===== src/rtl/rr_mux_pkg.sv =====
// Shared constants and helpers for the round-robin stream mux family.
package rr_mux_pkg;

  localparam int unsigned DEF_N = 8;
  localparam int unsigned DEF_W = 1;

  // Index width for n items, never narrower than one bit.
  function automatic int unsigned clog2(input int unsigned n);
    int unsigned r;
    r = 1;
    for (int unsigned i = 1; i < 32; i++) begin
      if (((n - 1) >> i) != 0) r = i + 1;
    end
    return r;
  endfunction

  // Low bit of channel idx inside a flattened bus of w-bit slices.
  function automatic int unsigned slice_lo(input int unsigned idx, input int unsigned w);
    return idx * w;
  endfunction

endpackage


===== src/rtl/rr_mux_arb_if.sv =====
// Handshake bundle for rr_mux_arb; RR_MUX_LOCK_EN adds the in_last/out_last pair.
interface rr_mux_arb_if
  import rr_mux_pkg::*;
#(
  parameter int unsigned N = DEF_N,
  parameter int unsigned W = DEF_W
);
  localparam int unsigned SEL_W = clog2(N);

  logic [N-1:0]     in_valid;
  logic [N-1:0]     in_ready;
  logic [N*W-1:0]   in_data;
  logic             out_valid;
  logic             out_ready;
  logic [W-1:0]     out_data;
  logic [SEL_W-1:0] out_sel;
`ifdef RR_MUX_LOCK_EN
  logic [N-1:0]     in_last;
  logic             out_last;
`endif

  modport slave (
    input  in_valid, in_data, out_ready,
`ifdef RR_MUX_LOCK_EN
    input  in_last,
    output out_last,
`endif
    output in_ready, out_valid, out_data, out_sel
  );

  modport master (
    output in_valid, in_data, out_ready,
`ifdef RR_MUX_LOCK_EN
    output in_last,
    input  out_last,
`endif
    input  in_ready, out_valid, out_data, out_sel
  );

endinterface


===== src/rtl/rr_arbiter.sv =====
// Combinational round-robin picker: first set request at or after ptr_i, wrapping.
module rr_arbiter
  import rr_mux_pkg::*;
#(
  parameter int unsigned N     = DEF_N,
  parameter int unsigned SEL_W = clog2(N)
) (
  input  logic [N-1:0]     req_i,
  input  logic [SEL_W-1:0] ptr_i,
  input  logic             en_i,
  output logic [N-1:0]     gnt_o,
  output logic [SEL_W-1:0] idx_o
);

  always_comb begin
    int unsigned c;
    logic [SEL_W-1:0] ci;
    logic found;
    gnt_o = '0;
    idx_o = '0;
    found = 1'b0;
    c     = 0;
    ci    = '0;
    for (int unsigned k = 0; k < N; k++) begin
      c = 32'(ptr_i) + k;
      if (c >= N) c = c - N;
      ci = SEL_W'(c);
      if (en_i && !found && req_i[ci]) begin
        found     = 1'b1;
        gnt_o[ci] = 1'b1;
        idx_o     = ci;
      end
    end
  end

endmodule


===== src/rtl/rr_mux_arb.sv =====
// N-to-1 round-robin stream mux with registered output and channel index.
// Define RR_MUX_LOCK_EN to hold arbitration on a channel until its in_last beat.
module rr_mux_arb
  import rr_mux_pkg::*;
#(
  parameter int unsigned N = DEF_N,
  parameter int unsigned W = DEF_W
) (
  input  logic         clk,
  input  logic         rst_n,
  rr_mux_arb_if.slave  bus
);

  localparam int unsigned SEL_W = clog2(N);

  logic [SEL_W-1:0] ptr_q, ptr_d, g_idx;
  logic [N-1:0]     req, gnt;
  logic             load_en, fire;
  logic             out_valid_q, out_valid_d;
  logic [W-1:0]     out_data_q, out_data_d;
  logic [SEL_W-1:0] out_sel_q, out_sel_d;
  logic [SEL_W-1:0] ptr_next;

`ifdef RR_MUX_LOCK_EN
  logic             lock_q, lock_d;
  logic [SEL_W-1:0] lock_ch_q, lock_ch_d;
  logic             out_last_q, out_last_d;

  always_comb begin
    req = bus.in_valid;
    if (lock_q) begin
      req            = '0;
      req[lock_ch_q] = bus.in_valid[lock_ch_q];
    end
  end
`else
  always_comb req = bus.in_valid;
`endif

  // Gating with rst_n keeps in_ready low for the whole reset window.
  assign load_en  = (!out_valid_q || bus.out_ready) && rst_n;
  assign fire     = |gnt;
  assign ptr_next = (g_idx == SEL_W'(N - 1)) ? '0 : g_idx + 1'b1;

  rr_arbiter #(
    .N     (N),
    .SEL_W (SEL_W)
  ) u_arb (
    .req_i (req),
    .ptr_i (ptr_q),
    .en_i  (load_en),
    .gnt_o (gnt),
    .idx_o (g_idx)
  );

  always_comb begin
    out_valid_d = out_valid_q;
    out_data_d  = out_data_q;
    out_sel_d   = out_sel_q;
    ptr_d       = ptr_q;
`ifdef RR_MUX_LOCK_EN
    lock_d      = lock_q;
    lock_ch_d   = lock_ch_q;
    out_last_d  = out_last_q;
`endif
    if (load_en) out_valid_d = fire;
    if (fire) begin
      for (int unsigned i = 0; i < N; i++) begin
        if (gnt[i]) out_data_d = bus.in_data[slice_lo(i, W) +: W];
      end
      out_sel_d = g_idx;
`ifdef RR_MUX_LOCK_EN
      out_last_d = bus.in_last[g_idx];
      lock_ch_d  = g_idx;
      lock_d     = !bus.in_last[g_idx];
      if (bus.in_last[g_idx]) ptr_d = ptr_next;
`else
      ptr_d = ptr_next;
`endif
    end
  end

  always_ff @(posedge clk or negedge rst_n) begin
    if (!rst_n) begin
      out_valid_q <= 1'b0;
      out_data_q  <= '0;
      out_sel_q   <= '0;
      ptr_q       <= '0;
`ifdef RR_MUX_LOCK_EN
      lock_q      <= 1'b0;
      lock_ch_q   <= '0;
      out_last_q  <= 1'b0;
`endif
    end else begin
      out_valid_q <= out_valid_d;
      out_data_q  <= out_data_d;
      out_sel_q   <= out_sel_d;
      ptr_q       <= ptr_d;
`ifdef RR_MUX_LOCK_EN
      lock_q      <= lock_d;
      lock_ch_q   <= lock_ch_d;
      out_last_q  <= out_last_d;
`endif
    end
  end

  assign bus.in_ready  = gnt;
  assign bus.out_valid = out_valid_q;
  assign bus.out_data  = out_data_q;
  assign bus.out_sel   = out_sel_q;
`ifdef RR_MUX_LOCK_EN
  assign bus.out_last  = out_last_q;
`endif

endmodule


===== src/flat_wrapper.sv =====
// flat-port wrapper written by rule: the top's interface ports become plain ports
module rr_mux_arb_flat import rr_mux_pkg::*;
#(
  parameter int unsigned N = DEF_N,
  parameter int unsigned W = DEF_W
)
  (clk, rst_n, bus_in_valid, bus_in_data, bus_out_ready, bus_in_ready, bus_out_valid, bus_out_data, bus_out_sel);
  rr_mux_arb_if #(.N(N), .W(W)) bus_i ();
  input  logic clk;
  input  logic rst_n;
  input wire logic [$bits(bus_i.in_valid)-1:0] bus_in_valid;
  input wire logic [$bits(bus_i.in_data)-1:0] bus_in_data;
  input wire logic [$bits(bus_i.out_ready)-1:0] bus_out_ready;
  output wire logic [$bits(bus_i.in_ready)-1:0] bus_in_ready;
  output wire logic [$bits(bus_i.out_valid)-1:0] bus_out_valid;
  output wire logic [$bits(bus_i.out_data)-1:0] bus_out_data;
  output wire logic [$bits(bus_i.out_sel)-1:0] bus_out_sel;
  assign bus_i.in_valid = bus_in_valid;
  assign bus_i.in_data = bus_in_data;
  assign bus_i.out_ready = bus_out_ready;
  assign bus_in_ready = bus_i.in_ready;
  assign bus_out_valid = bus_i.out_valid;
  assign bus_out_data = bus_i.out_data;
  assign bus_out_sel = bus_i.out_sel;
  rr_mux_arb #(.N(N), .W(W)) u_core (.clk(clk), .rst_n(rst_n), .bus(bus_i));
endmodule

===== config.mk =====
export PLATFORM = sky130hd
export DESIGN_NAME = rr_mux_arb_flat
export DESIGN_NICKNAME = d
export VERILOG_FILES = /design/src/rtl/rr_mux_pkg.sv /design/src/rtl/rr_mux_arb_if.sv /design/src/rtl/rr_arbiter.sv /design/src/rtl/rr_mux_arb.sv /design/src/flat_wrapper.sv
export SDC_FILE = /design/constraint.sdc
export NUM_CORES = 1
export LEC_CHECK = 0
export ABC_AREA = 1
export BUFFER_PORTS_ARGS = -buffer_cell sky130_fd_sc_hd__buf_2
export CORE_ASPECT_RATIO = 0.9
export CORE_MARGIN = 1
export CORE_UTILIZATION = 45
export DETAILED_ROUTE_END_ITERATION = 6
export GPL_TIMING_DRIVEN = 0
export HOLD_SLACK_MARGIN = 0.15
export PLACE_DENSITY_LB_ADDON = 0.08
export SYNTH_ARGS = -nofsm -noshare
export SYNTH_HDL_FRONTEND = slang
export SYNTH_SLANG_ARGS = --single-unit

===== constraint.sdc =====
create_clock -name clk -period 10.22 [get_ports clk]
set_input_delay 2.044 -clock clk [delete_from_list [all_inputs] [get_ports clk]]
set_output_delay 2.044 -clock clk [all_outputs]
set_load 0.1 [all_outputs]

==> out/results.txt <==
number of global-route vias before repair: 2236
synth top area cells: nand2_1 21%, dfrtp_1 11%, nand3_1 10%
Core ar.: 3810 um^2
CP top delay family: simple AND/OR/NAND/NOR gates
top_reg_cell synth: dfrtp_1
CP max stage cell: nor3b_4
kind of end point of the critical path: output pin
total track usage: 28.92%
Worst setup SP type: input pin
critical path type: in2out
unrepaired setup endpoints after global routing: no
Critical Path RT: 8.18 ns
Max clock buf depth: 2
synth unique cells: 41
GR peak layer: met2
total congestion overflow: 0
asr flop ratio synth: 100.0%
worst slew pin tran: 0.5479 ns
die height: 62.59 um
Final Hold Fails: 0
total number of vias: 2349
# diodes: 0
DR pass1 iterations: 6
Max Slew Vio Count: 0
Die X: 69.32 um
post-CTS sizing: 0
Setup Skew: 0.0008056 ns
Worst Path Buf+Inv: 3
share of layout cells above drive strength 1: 20.44%
Final HPWL DP: 4676 um
RD Place Congestion: 0.9496
Initial Util: 48.18%
Area Growth Syn to Fin: 13.84%
Seq cells post-synth: 8
Post-Route WL: 5991 um
CTS tree: built
Critical Path AT: 4.46 ns
Max Cap Violations: 0
largest net degree at the start of global routing: 12
Max H-tree Level: 1
DRC Markers: 0
post-CTS setup repair buffer count: 0
Nets: 391
Top Ports: 32
Cell Rows: 21
Skew-Pair Late Insertion Delay: 0.22 ns
area leader, netlist: nand2_1
Reg clk slew, reported paths: 0.04 ns
antenna violations before repair: 0
final setup fails: 0
Post-CTS Hold Buffers: 0
Clock Sinks: 8
Util after Layout: 54.84%
I/O Buffers: 31
fin crit period: 6.507 ns
grt met2 use: 45.27%
met3 Use GR: 2.903%
Post-Syn Area: 1836 um^2
worst hold path class: reg2reg
crit path cell chain: buf_2 > nand2_1 > nand3_1 > nand3_1 > o21ai_1 > a211oi_1 > nor3b_4 > nand2_1 > o21ai_0 > nor2_1 > inv_1 > buf_2
# fillers: 424
outcome: finished clean
M1 GR Usage: 40.73%
synth warn: 0
Final period util: 63.67%
global-route wire length before repair: 10310 um
DP Area: 2048 um^2
Avg Cell Area, Syn: 5.596 um^2
design area: 2090 um^2
CTS Buf Count: 3
per-cell routed wire length: 14.68 um
CP peak stage delay: 0.53 ns
CP Max Fanout: 9
Iter 0 DRT Violations: 205
DIE AREA: 4339 um^2
Max Freq: 0.1537 GHz
Avg Vias per Cell: 5.757
post-synthesis sequential area ratio: 10.91%
Routed Antenna Nets: 0
number of flops mapped to enable cells by yosys: 0
clk root buf: clkbuf_8
syn nets: 355
setup TNS: 0 ns
Synth top area share: 21.06%
relative slew slack: 63.25%
post-synthesis instance total: 328
## sequential cells by signal, indices dropped and copies added (netlist names)
name and cells:
u_core.bus.out_sel 3, u_core.ptr_q 3, u_core.bus.out_data 1, u_core.bus.out_valid 1
## layout make-up
| type | count | area, um^2 | share of cell area (%) |
|---|---|---|---|
| plain buffers | 7 | 40.04 | 1.916 |
| clock buffers | 3 | 41.29 | 1.976 |
| inverters | 42 | 160.2 | 7.665 |
| multi-input cells | 271 | 1435 | 68.68 |
| flip-flops and latches | 8 | 200.2 | 9.581 |
| well taps | 46 | 57.56 | 2.754 |
| repair buffers | 31 | 155.1 | 7.425 |
## layout by cell type, fill, tap and decap left out, types with 2 or more instances in the layout
cell,netlist,final
a22oi_1,3,3
nand3_4,2,2
nor2_8,2,2
o21ai_1,3,3
dfrtp_1,8,8
buf_2,2,33
o21ai_0,9,9
nor3_1,16,16
inv_2,10,10
clkbuf_8,0,3
clkbuf_1,3,3
nor2_2,3,3
o221ai_1,2,2
o211ai_1,2,2
nand4_1,6,6
ha_1,8,8
nand3_1,38,38
inv_1,31,31
nand2_4,3,3
o22ai_1,3,3
a21oi_1,13,13
nor2_1,30,30
nand2_2,7,7
nand2_1,103,103
nand3_2,4,4
## final timing paths
| check | to | slack [ns] | start | cells past startpoint |
|---|---|---|---|---|
| max in group asynchronous | u_core.bus.out_valid | 8.39 | rst_n | 1 |
| min in group asynchronous | u_core.bus.out_sel[1] | 1.66 | rst_n | 1 |
| hold / removal | u_core.bus.out_sel[2] | 0.47 | u_core.bus.out_sel[2] | 2 |
| hold reg to reg | u_core.bus.out_sel[2] | 0.47 | u_core.bus.out_sel[2] | 2 |
| setup / recovery | bus_in_ready[6] | 3.71 | bus_in_valid[7] | 12 |
| setup reg to reg | u_core.ptr_q[1] | 6.08 | u_core.ptr_q[0] | 17 |
## kinds of logic (layout without fill, tap and decap cells)
logic type / after synthesis / in the layout / synth area share (%)
buf+inv: 49 / 83 / 10.91
compound gates: 42 / 42 / 13.84
simple gates: 221 / 221 / 58.90
flops: 8 / 8 / 10.91
fa+ha+maj: 8 / 8 / 5.454
## metrics by stage
step,setup slack [ns],std cells,hold slack [ns]
after floorplan,4.207,328,0.7236
after global placement,3.833,405,0.4551
after detailed placement,3.804,405,0.4601
after CTS,3.798,408,0.4752
after global routing,3.568,408,0.5014
final,3.713,408,0.4673
## layer usage
metal	vias to the layer above	routed length, um	part of all wire [%]
met3	20	553	9.2
met5	-	0	0
met2	130	2579	43
met1	1040	2721	45
li1	1159	-	-
met4	0	137	2.3
## tightest hold or removal path, cell delays in order (launching register included)
cell     delay, ns
dfrtp_1       0.33
nand2_1       0.06
nand2_1       0.05
## cells in the mapped netlist (2+ instances only)
cell,count
nand2_1,103
nand3_1,38
inv_1,31
nor2_1,30
nor3_1,16
a21oi_1,13
inv_2,10
o21ai_0,9
dfrtp_1,8
ha_1,8
nand2_2,7
nand4_1,6
nand3_2,4
a22oi_1,3
clkbuf_1,3
nand2_4,3
nor2_2,3
o21ai_1,3
o22ai_1,3
buf_2,2
nand3_4,2
nor2_8,2
o211ai_1,2
o221ai_1,2
Power is left out: the tool's default activity adds up to more than one toggle a clock period on the data nets, which glitch-free logic cannot reach.
